**src/rtl/bldc_pkg.sv**
```systemverilog
// bldc_pkg: shared constants for the multi-channel BLDC controller.
//   Register word offsets, ID value, CTRL/STATUS bit positions,
//   the hall->gate commutation table and a byte-lane merge helper.
package bldc_pkg;
  localparam logic [2:0] W_ID     = 3'd0;
  localparam logic [2:0] W_PERIOD = 3'd1;
  localparam logic [2:0] W_DUTY   = 3'd2;
  localparam logic [2:0] W_CTRL   = 3'd3;
  localparam logic [2:0] W_STATUS = 3'd4;
  localparam logic [2:0] W_SPEED  = 3'd5;
  localparam logic [2:0] W_DEAD   = 3'd6;

  localparam logic [31:0] BLDC_ID = 32'hEA680104;

  localparam int CTRL_BRAKE = 0;
  localparam int CTRL_DIR   = 1;
  localparam int CTRL_EN    = 2;
  localparam int CTRL_IRQEN = 3;
  localparam int ST_FAULT   = 0;
  localparam int ST_HALLERR = 5;

  // {Ha,Hb,Hc} -> {au,bu,cu,ad,bd,cd}; invalid states give all-off
  function automatic logic [5:0] commutate(input logic [2:0] hall, input logic dir);
    logic [5:0] p;
    p = 6'b000000;
    case (hall)
      3'b100:  p = dir ? 6'b100001 : 6'b001100;
      3'b110:  p = dir ? 6'b010001 : 6'b001010;
      3'b010:  p = dir ? 6'b010100 : 6'b100010;
      3'b011:  p = dir ? 6'b001100 : 6'b100001;
      3'b001:  p = dir ? 6'b001010 : 6'b010001;
      3'b101:  p = dir ? 6'b100010 : 6'b010100;
      default: p = 6'b000000;
    endcase
    return p;
  endfunction

  function automatic logic [31:0] be_merge(input logic [31:0] old_v, input logic [31:0] wd,
                                           input logic [3:0] be);
    logic [31:0] r;
    r = old_v;
    for (int b = 0; b < 4; b++)
      if (be[b]) r[8*b +: 8] = wd[8*b +: 8];
    return r;
  endfunction
endpackage

```
**src/rtl/bldc_channel.sv**
```systemverilog
// bldc_channel: one motor channel.
//   Input sync (I_limit, halls), PWM counter with wrap-loaded shadows,
//   commutation/priority select, dead-time gap, latched fault, sticky hall_err,
//   optional hall-period measurement (BLDC_SPEED_MEAS_EN).
// Ports: i_clk/i_rst (async high); i_period/i_duty/i_dead/i_en/i_dir/i_brake config;
//   i_fault_clr/i_herr_clr write-1-clear strobes; i_ilim,i_ha/hb/hc async inputs;
//   o_fault,o_hall_err,o_hall,o_speed,o_spd_valid status; o_gate {au,bu,cu,ad,bd,cd}.
module bldc_channel
  import bldc_pkg::*;
#(
  parameter int PWM_W  = 16,
  parameter int DEAD_W = 8,
  parameter int SPD_W  = 24
) (
  input  logic              i_clk,
  input  logic              i_rst,
  input  logic [PWM_W-1:0]  i_period,
  input  logic [PWM_W-1:0]  i_duty,
  input  logic [DEAD_W-1:0] i_dead,
  input  logic              i_en,
  input  logic              i_dir,
  input  logic              i_brake,
  input  logic              i_fault_clr,
  input  logic              i_herr_clr,
  input  logic              i_ilim,
  input  logic              i_ha,
  input  logic              i_hb,
  input  logic              i_hc,
  output logic              o_fault,
  output logic              o_hall_err,
  output logic [2:0]        o_hall,
  output logic [SPD_W-1:0]  o_speed,
  output logic              o_spd_valid,
  output logic [5:0]        o_gate
);
  logic [1:0]        r_ilim_s;
  logic [2:0]        r_hall_s1, r_hall_s2;
  logic [PWM_W-1:0]  r_cnt, r_period_sh, r_duty_sh;
  logic [DEAD_W-1:0] r_dt;
  logic [5:0]        r_tgt, r_gate;
  logic              r_fault, r_hall_err;
  logic              w_wrap, w_pwm_on, w_hall_bad, w_fault_now, w_chg, w_gap;
  logic [5:0]        w_tgt, w_pat;

  assign w_wrap      = (r_cnt >= r_period_sh);
  assign w_pwm_on    = i_en & (r_period_sh != '0) & (r_cnt < r_duty_sh);
  assign w_hall_bad  = (r_hall_s2 == 3'b000) | (r_hall_s2 == 3'b111);
  // a freshly synced over-current blanks outputs in the same edge the fault latches
  assign w_fault_now = r_fault | r_ilim_s[1];

  // target is the un-PWM'd pattern so PWM edges do not trigger dead time
  always_comb begin
    w_tgt = 6'b000000;
    if (w_fault_now || w_hall_bad || !i_en) w_tgt = 6'b000000;
    else if (i_brake)                       w_tgt = 6'b000111;
    else                                    w_tgt = commutate(r_hall_s2, i_dir);
  end

  assign w_chg = (w_tgt != r_tgt);
  // r_dt holds remaining gap cycles including the current one; the last gap cycle is r_dt==2
  assign w_gap = w_chg ? (i_dead != '0) : (r_dt > DEAD_W'(1));
  assign w_pat = w_chg ? w_tgt : r_tgt;

  always_ff @(posedge i_clk or posedge i_rst) begin
    if (i_rst) begin
      r_ilim_s    <= '0;
      r_hall_s1   <= '0;
      r_hall_s2   <= '0;
      r_cnt       <= '0;
      r_period_sh <= '0;
      r_duty_sh   <= '0;
      r_dt        <= '0;
      r_tgt       <= '0;
      r_gate      <= '0;
      r_fault     <= 1'b0;
      r_hall_err  <= 1'b0;
    end else begin
      r_ilim_s  <= {r_ilim_s[0], i_ilim};
      r_hall_s1 <= {i_ha, i_hb, i_hc};
      r_hall_s2 <= r_hall_s1;

      if (w_wrap) begin
        r_cnt       <= '0;
        r_period_sh <= i_period;
        r_duty_sh   <= i_duty;
      end else begin
        r_cnt <= r_cnt + PWM_W'(1);
      end

      if (w_chg) begin
        r_tgt <= w_tgt;
        r_dt  <= i_dead;
      end else if (r_dt != '0) begin
        r_dt <= r_dt - DEAD_W'(1);
      end

      // low side stays on through the PWM off-time
      if (w_fault_now || w_gap) r_gate <= 6'b000000;
      else                      r_gate <= w_pat & {{3{w_pwm_on}}, 3'b111};

      if (r_ilim_s[1])      r_fault <= 1'b1;
      else if (i_fault_clr) r_fault <= 1'b0;

      // halls are only meaningful while driving; idle sensors must not raise errors
      if (i_en && w_hall_bad) r_hall_err <= 1'b1;
      else if (i_herr_clr)    r_hall_err <= 1'b0;
    end
  end

`ifdef BLDC_SPEED_MEAS_EN
  logic [2:0]       r_hall_prev;
  logic [SPD_W-1:0] r_spd_cnt, r_speed;
  logic             r_spd_valid, w_hchg, w_sat;

  assign w_hchg = (r_hall_s2 != r_hall_prev);
  assign w_sat  = &r_spd_cnt;

  always_ff @(posedge i_clk or posedge i_rst) begin
    if (i_rst) begin
      r_hall_prev <= '0;
      r_spd_cnt   <= '0;
      r_speed     <= '0;
      r_spd_valid <= 1'b0;
    end else begin
      r_hall_prev <= r_hall_s2;
      if (w_hchg) begin
        r_spd_cnt   <= '0;
        r_speed     <= w_sat ? r_spd_cnt : r_spd_cnt + SPD_W'(1);
        r_spd_valid <= ~w_sat;
      end else if (w_sat) begin
        r_speed     <= r_spd_cnt;
        r_spd_valid <= 1'b0;
      end else begin
        r_spd_cnt <= r_spd_cnt + SPD_W'(1);
      end
    end
  end

  assign o_speed     = r_speed;
  assign o_spd_valid = r_spd_valid;
`else
  assign o_speed     = '0;
  assign o_spd_valid = 1'b0;
`endif

  assign o_fault    = r_fault;
  assign o_hall_err = r_hall_err;
  assign o_hall     = r_hall_s2;
  assign o_gate     = r_gate;
endmodule

```
**src/rtl/bldc_multi_ctrl.sv**
```systemverilog
// bldc_multi_ctrl: NUM_CH sensored BLDC commutation channels behind an Avalon-MM slave.
//   Holds per-channel PERIOD/DUTY/CTRL/DEADTIME, bus decode, registered read mux, IRQ OR.
//   Optional macro BLDC_SPEED_MEAS_EN enables hall-period measurement (SPEED, spd_valid).
// Ports: csi_MCLK_clk, rsi_MRST_reset (async high); avs_ctrl_* Avalon slave
//   (address = {channel, word[2:0]}); ins_irq; I_limit, Ha/Hb/Hc per channel;
//   Lau/Lbu/Lcu/Lad/Lbd/Lcd gate drives per channel.
module bldc_multi_ctrl
  import bldc_pkg::*;
#(
  parameter int NUM_CH = 2,
  parameter int PWM_W  = 16,
  parameter int DEAD_W = 8,
  parameter int SPD_W  = 24
) (
  input  logic                         csi_MCLK_clk,
  input  logic                         rsi_MRST_reset,
  input  logic [3+$clog2(NUM_CH)-1:0]  avs_ctrl_address,
  input  logic [31:0]                  avs_ctrl_writedata,
  input  logic [3:0]                   avs_ctrl_byteenable,
  input  logic                         avs_ctrl_write,
  input  logic                         avs_ctrl_read,
  output logic [31:0]                  avs_ctrl_readdata,
  output logic                         avs_ctrl_waitrequest,
  output logic                         ins_irq,
  input  logic [NUM_CH-1:0]            I_limit,
  input  logic [NUM_CH-1:0]            Ha,
  input  logic [NUM_CH-1:0]            Hb,
  input  logic [NUM_CH-1:0]            Hc,
  output logic [NUM_CH-1:0]            Lau,
  output logic [NUM_CH-1:0]            Lbu,
  output logic [NUM_CH-1:0]            Lcu,
  output logic [NUM_CH-1:0]            Lad,
  output logic [NUM_CH-1:0]            Lbd,
  output logic [NUM_CH-1:0]            Lcd
);
  localparam int AW = 3 + $clog2(NUM_CH);

  logic [NUM_CH-1:0][PWM_W-1:0]  r_period, r_duty;
  logic [NUM_CH-1:0][DEAD_W-1:0] r_dead;
  logic [NUM_CH-1:0][3:0]        r_ctrl;
  logic [31:0]                   r_rdata, w_rd;
  logic [AW-1:0]                 w_ch;
  logic [2:0]                    w_word;
  logic [NUM_CH-1:0]             w_wr_ch, w_fclr, w_hclr, w_fault, w_herr, w_spd_valid, w_irq_ch;
  logic [NUM_CH-1:0][2:0]        w_hall;
  logic [NUM_CH-1:0][SPD_W-1:0]  w_speed;
  logic [NUM_CH-1:0][5:0]        w_gate;

  assign w_ch   = AW'(avs_ctrl_address >> 3);
  assign w_word = avs_ctrl_address[2:0];

  // decoded per-channel write strobe; channels >= NUM_CH never match
  always_comb begin
    w_wr_ch = '0;
    for (int c = 0; c < NUM_CH; c++)
      w_wr_ch[c] = avs_ctrl_write & (w_ch == AW'(c));
  end

  assign w_fclr = w_wr_ch & {NUM_CH{(w_word == W_STATUS) & avs_ctrl_writedata[ST_FAULT]}};
  assign w_hclr = w_wr_ch & {NUM_CH{(w_word == W_STATUS) & avs_ctrl_writedata[ST_HALLERR]}};

  always_comb begin
    w_rd = 32'h0;
    for (int c = 0; c < NUM_CH; c++) begin
      if (w_ch == AW'(c)) begin
        case (w_word)
          W_ID:     w_rd = BLDC_ID;
          W_PERIOD: w_rd = 32'(r_period[c]);
          W_DUTY:   w_rd = 32'(r_duty[c]);
          W_CTRL:   w_rd = {28'h0, r_ctrl[c]};
          W_STATUS: w_rd = {26'h0, w_herr[c], w_spd_valid[c], w_hall[c], w_fault[c]};
          W_SPEED:  w_rd = 32'(w_speed[c]);
          W_DEAD:   w_rd = 32'(r_dead[c]);
          default:  w_rd = 32'h0;
        endcase
      end
    end
  end

  always_ff @(posedge csi_MCLK_clk or posedge rsi_MRST_reset) begin
    if (rsi_MRST_reset) begin
      r_period <= '0;
      r_duty   <= '0;
      r_dead   <= '0;
      r_ctrl   <= '0;
      r_rdata  <= '0;
    end else begin
      r_rdata <= avs_ctrl_read ? w_rd : 32'h0;
      for (int c = 0; c < NUM_CH; c++) begin
        if (w_wr_ch[c]) begin
          case (w_word)
            W_PERIOD: r_period[c] <= PWM_W'(be_merge(32'(r_period[c]), avs_ctrl_writedata, avs_ctrl_byteenable));
            W_DUTY:   r_duty[c]   <= PWM_W'(be_merge(32'(r_duty[c]), avs_ctrl_writedata, avs_ctrl_byteenable));
            W_CTRL:   r_ctrl[c]   <= avs_ctrl_writedata[3:0];
            W_DEAD:   r_dead[c]   <= DEAD_W'(be_merge(32'(r_dead[c]), avs_ctrl_writedata, avs_ctrl_byteenable));
            default: ;
          endcase
        end
      end
    end
  end

  for (genvar g = 0; g < NUM_CH; g++) begin : g_ch
    bldc_channel #(.PWM_W(PWM_W), .DEAD_W(DEAD_W), .SPD_W(SPD_W)) u_ch (
      .i_clk       (csi_MCLK_clk),
      .i_rst       (rsi_MRST_reset),
      .i_period    (r_period[g]),
      .i_duty      (r_duty[g]),
      .i_dead      (r_dead[g]),
      .i_en        (r_ctrl[g][CTRL_EN]),
      .i_dir       (r_ctrl[g][CTRL_DIR]),
      .i_brake     (r_ctrl[g][CTRL_BRAKE]),
      .i_fault_clr (w_fclr[g]),
      .i_herr_clr  (w_hclr[g]),
      .i_ilim      (I_limit[g]),
      .i_ha        (Ha[g]),
      .i_hb        (Hb[g]),
      .i_hc        (Hc[g]),
      .o_fault     (w_fault[g]),
      .o_hall_err  (w_herr[g]),
      .o_hall      (w_hall[g]),
      .o_speed     (w_speed[g]),
      .o_spd_valid (w_spd_valid[g]),
      .o_gate      (w_gate[g])
    );
    assign {Lau[g], Lbu[g], Lcu[g], Lad[g], Lbd[g], Lcd[g]} = w_gate[g];
    assign w_irq_ch[g] = (w_fault[g] | w_herr[g]) & r_ctrl[g][CTRL_IRQEN];
  end

  assign ins_irq              = |w_irq_ch;
  assign avs_ctrl_readdata    = r_rdata;
  assign avs_ctrl_waitrequest = 1'b0;
endmodule

```
**config.mk**
```make
export PLATFORM = sky130hd
export DESIGN_NAME = bldc_multi_ctrl
export DESIGN_NICKNAME = d
export VERILOG_FILES = /design/src/rtl/bldc_pkg.sv /design/src/rtl/bldc_channel.sv /design/src/rtl/bldc_multi_ctrl.sv
export SDC_FILE = /design/constraint.sdc
export NUM_CORES = 1
export LEC_CHECK = 0
export ABC_AREA = 1
export CAP_MARGIN = 5
export CORE_AREA = 4 4 145 161
export CTS_CLUSTER_DIAMETER = 80
export DETAILED_ROUTE_END_ITERATION = 6
export DIE_AREA = 0 0 149 165
export GPL_ROUTABILITY_DRIVEN = 0
export GPL_TIMING_DRIVEN = 0
export HOLD_SLACK_MARGIN = 0.08
export PLACE_DENSITY = 0.8
export SETUP_SLACK_MARGIN = 0.15
export SYNTH_ARGS = -nofsm -noshare
export SYNTH_HDL_FRONTEND = slang
export SYNTH_SLANG_ARGS = --single-unit
```
**constraint.sdc**
```tcl
create_clock -name csi_MCLK_clk -period 21.5 [get_ports csi_MCLK_clk]
set_input_delay 4.3 -clock csi_MCLK_clk [delete_from_list [all_inputs] [get_ports csi_MCLK_clk]]
set_output_delay 4.3 -clock csi_MCLK_clk [all_outputs]
set_load 0.005 [all_outputs]
```
==> flow_summary_export.csv <==
group,metric,value,unit
run_status,status,"finished, final reports clean",
setup_path,startpoint,"avs_ctrl_address[2]",
synthesis,synth_area_leaders,"dfrtp_1 (51%), nand2_1 (9.4%), o21ai_0 (7.6%)",
setup_path,path_cells,"clkdlybuf4s50_1 -> nor2_1 -> nand2_1 -> inv_1 -> buf_2 -> nand2_1 -> o21ai_0 -> a211oi_1 -> nor3_1",
setup_path,worst_path_most_repeated_cell,"nand2_1",
clocking,htree_levels,1,
die,die_y,165,um
placement,preCtsSetupSlack,14.76,ns
sta,clock.fmax,0.158,GHz
sta,setup_ws,15.17,ns
setup_path,crit_end,"avs_ctrl_readdata[6]$_DFF_PP0_",
setup_path,path_class,"primary input to register",
cells_and_area,drive_gt1_share,6.09,%
power,pwr-share-clk,31.5,%
clocking,cts_hold_buf,0,
synthesis,yosysTopAreaCell,"dfrtp_1",
cells_and_area,fillers,1736,
die,die_x,149,um
setup_path,ff2ff_setup_slack,19.23,ns
placement,hpwl,22700,um
synthesis,yosysMostFrequentCell,"nand2_1",
global_route,grt_pass1_vias,10500,
die,start_util,58.5,%
power,leakagePower,7.13,nW
global_route,grt_max_degree,114,
detailed_routing,wl,30800,um
power,p_int,0.000987,W
die,num_rows,57,
clocking,root_buffer,"clkbuf_16",
setup_path,crit_path_start_kind,"primary input",
synthesis,synth_area,12800,um^2
synthesis,synth_seq_cells,261,
clocking,clkLatencyLatePin,0.53,ns
setup_path,worstPathArrival,6.70,ns
cells_and_area,nets,1717,
detailed_routing,num_vias,10600,
synthesis,avgSynthCellArea,8.58,um^2
die,dieArea,24600,um^2
synthesis,yosysUniqueCellTypes,41,
detailed_routing,vias_per_cell,5.55,
synthesis,ys.flop_type,"dfrtp_1",
placement,portBuffers,70,
global_route,antenna_found_initial,0,
synthesis,synthTopCellsByCount,"nand2_1 (320), dfrtp_1 (261), inv_1 (203), o21ai_0 (195), nor2_1 (95)",
global_route,gr-total-overflow,0,
synthesis,ys_warn_count,0,
min_path,min_path_type,"register to register",
sta,hold_viol,0,
synthesis,synth-edff-count,0,
clocking,cts_resized,0,
synthesis,synth_top_area_share,51.1,%
detailed_routing,met3_length,1680,um
synthesis,ys_async_sr_fraction,100,%
sta,worstMarginPinSlew,0.577,ns
cells_and_area,seq_area,6530,um^2
clocking,cts_tree,"done",
synthesis,syn_inst,1488,
setup_path,max_stage_delay,0.54,ns
global_route,grt.total_usage,25.5,%
sta,layout_min_cycle_time,6.33,ns
sta,finalSetupViolations,0,
sta,tns,0,ns
sta,skew,0.00955,ns
detailed_routing,drtPass1Iterations,6,
setup_path,critPathRequiredTime,21.87,ns
global_route,grt_pass1_wl,51100,um
clocking,numCtsBuffers,27,
flow_run,maxCapViolations,0,
power,comb_power_share,24.6,%
detailed_routing,maxUsedRoutingLayer,"met4",
power,switching_share,32.7,%
die,coreArea,21800,um^2
clocking,cts.clk_slew.worst_paths,0.06,ns
detailed_routing,drc_errors,0,
setup_path,crit_fanout,10,
power,seq_power_share,43.9,%
detailed_routing,first_iter_violations,806,
setup_path,worstReg2RegStart,"g_ch[1].u_ch.r_period_sh[15]$_DFFE_PP0N_",
power,p_per_area,99.0,nW/um^2
detailed_routing,ant_nets,0,
detailed_routing,wl_met2,15500,um
cells_and_area,multi_input_area,5190,um^2
sta,grt_setup_unrepaired,"false",
die,ios,98,
sta,slew_violations,0,
setup_path,worst_setup_path_end_kind,"register",
cells_and_area,synthToLayoutAreaGrowth,15.9,%
clocking,cts_buffer_depth,3,
power,switchingPower,0.000479,W
clocking,cts.sink_count,261,
detailed_routing,wl_met1,12500,um
clocking,cts_setup_buffers,0,
setup_path,r2r-end,"g_ch[1].u_ch.r_period_sh[14]$_DFFE_PP0N_",
setup_path,crit_slowest_cell,"clkdlybuf4s50_1",
cells_and_area,antennaDiodeCount,0,
sta,worst_slew_margin_rel,61.6,%
setup_path,reg2regPathDepth,11,
sta,finalCritPeriodShare,29.4,%
detailed_routing,avgRoutedWirePerCell,16.2,um
power,ir_drop,0.0695,mV
synthesis,ys_seq_area_share,51.1,%
==> final cells by class <==
class	count	share of cell area, %
plain buffers	57	2.00
clock buffers	36	5.33
clock inverters	6	0.558
inverters	207	5.30
multi-input cells	971	35.1
flip-flops and latches	261	44.1
well taps	295	2.49
repair buffers	72	5.10
==> worst max-delay path, delay by kind of cell <==
family | cells | cell delay, ns
simple gates | 4 | 1.14
buf+inv | 3 | 1.10
compound gates | 2 | 0.16
==> per-stage QoR <==
step | cell area, um^2 | hold slack (ns) | utilization (%) | instances | total power (W)
floorplan | 12800 | 0.331 | - | 1496 | 0.000891
global placement | 13900 | 0.333 | 63.6 | 1861 | 0.000983
detailed placement | 13900 | 0.336 | 63.8 | 1863 | 0.00101
CTS | 14800 | 0.350 | 67.8 | 1905 | 0.00147
global route | 14800 | 0.352 | 67.8 | 1905 | 0.00156
finish | 14800 | 0.348 | 67.8 | 1905 | 0.00147
==> power groups by stage <==
stage	sequential, W	clock, W	combinational [W]
floorplan	0.000629	0	0.000262
global placement	0.000647	0	0.000336
detailed placement	0.000649	0	0.000358
CTS	0.000642	0.000467	0.000362
global route	0.000653	0.000488	0.000419
finish	0.000644	0.000462	0.000360
==> kinds of logic after synthesis <==
kind of cell,Yosys count,synth area share (%)
fa+ha+maj,68,6.66
other cells,1,0.0294
compound gates,298,12.9
xor+xnor,14,0.960
flops,261,51.1
simple gates,582,19.9
buf+inv,264,8.41
==> layout by cell type (no fill, tap or decap), types with 3 or more instances in the layout <==
cell type        instances
o211ai_1                 5
xor2_1                  11
nand3b_1                 7
conb_1                   9
o22ai_1                  8
clkbuf_16               27
clkdlybuf4s50_1         70
xnor2_1                  3
nor3_1                  38
nor2_1                  95
a211oi_1                 4
nor4_1                   4
a311oi_1                 3
nand2_2                 13
o21ai_0                195
nand3_1                 67
a2111oi_0                5
nor3b_1                  7
nor2_4                   5
nor2_2                   7
inv_1                  202
dfrtp_1                261
clkinv_2                 3
buf_2                    3
ha_1                    68
a21oi_1                 48
o21ai_1                  5
clkbuf_1                35
clkbuf_8                 8
nand4_1                 14
nand2_1                320
a221oi_1                18
buf_4                   17
==> per-layer routing <==
metal	vias to the layer above	global-route usage (%)
li1	5087	-
met1	5053	32.4
met2	346	44.7
met3	86	3.16
met4	0	10.1
met5	-	0
==> state kept, by name (all words and copies together) (netlist names) <==
name and cells:
g_ch.u_ch.r_ilim_s 4, g_ch.u_ch.o_hall_err 2, r_dead 16, r_duty 32, g_ch.u_ch.r_tgt 12, r_ctrl 8
avs_ctrl_readdata 17, g_ch.u_ch.r_dt 16, g_ch.u_ch.r_duty_sh 32, r_period 32, g_ch.u_ch.r_period_sh 32, g_ch.u_ch.o_hall 6
g_ch.u_ch.o_fault 2, g_ch.u_ch.r_cnt 32, g_ch.u_ch.o_gate 12, g_ch.u_ch.r_hall_s1 6
==> worst min-delay path by stage <==
stage | from | end | cells past startpoint
global route | g_ch[0].u_ch.r_hall_s1[2]$_DFF_PP0_ | g_ch[0].u_ch.o_hall[2]$_DFF_PP0_ | 0
detailed placement | g_ch[0].u_ch.r_hall_s1[1]$_DFF_PP0_ | g_ch[0].u_ch.o_hall[1]$_DFF_PP0_ | 0
global placement | g_ch[0].u_ch.r_hall_s1[0]$_DFF_PP0_ | g_ch[0].u_ch.o_hall[0]$_DFF_PP0_ | 0
finish | g_ch[0].u_ch.r_hall_s1[0]$_DFF_PP0_ | g_ch[0].u_ch.o_hall[0]$_DFF_PP0_ | 0
floorplan | g_ch[0].u_ch.r_hall_s1[0]$_DFF_PP0_ | g_ch[0].u_ch.o_hall[0]$_DFF_PP0_ | 0
CTS | g_ch[0].u_ch.r_hall_s1[1]$_DFF_PP0_ | g_ch[0].u_ch.o_hall[1]$_DFF_PP0_ | 0
Power figures use the tool's default switching activity.
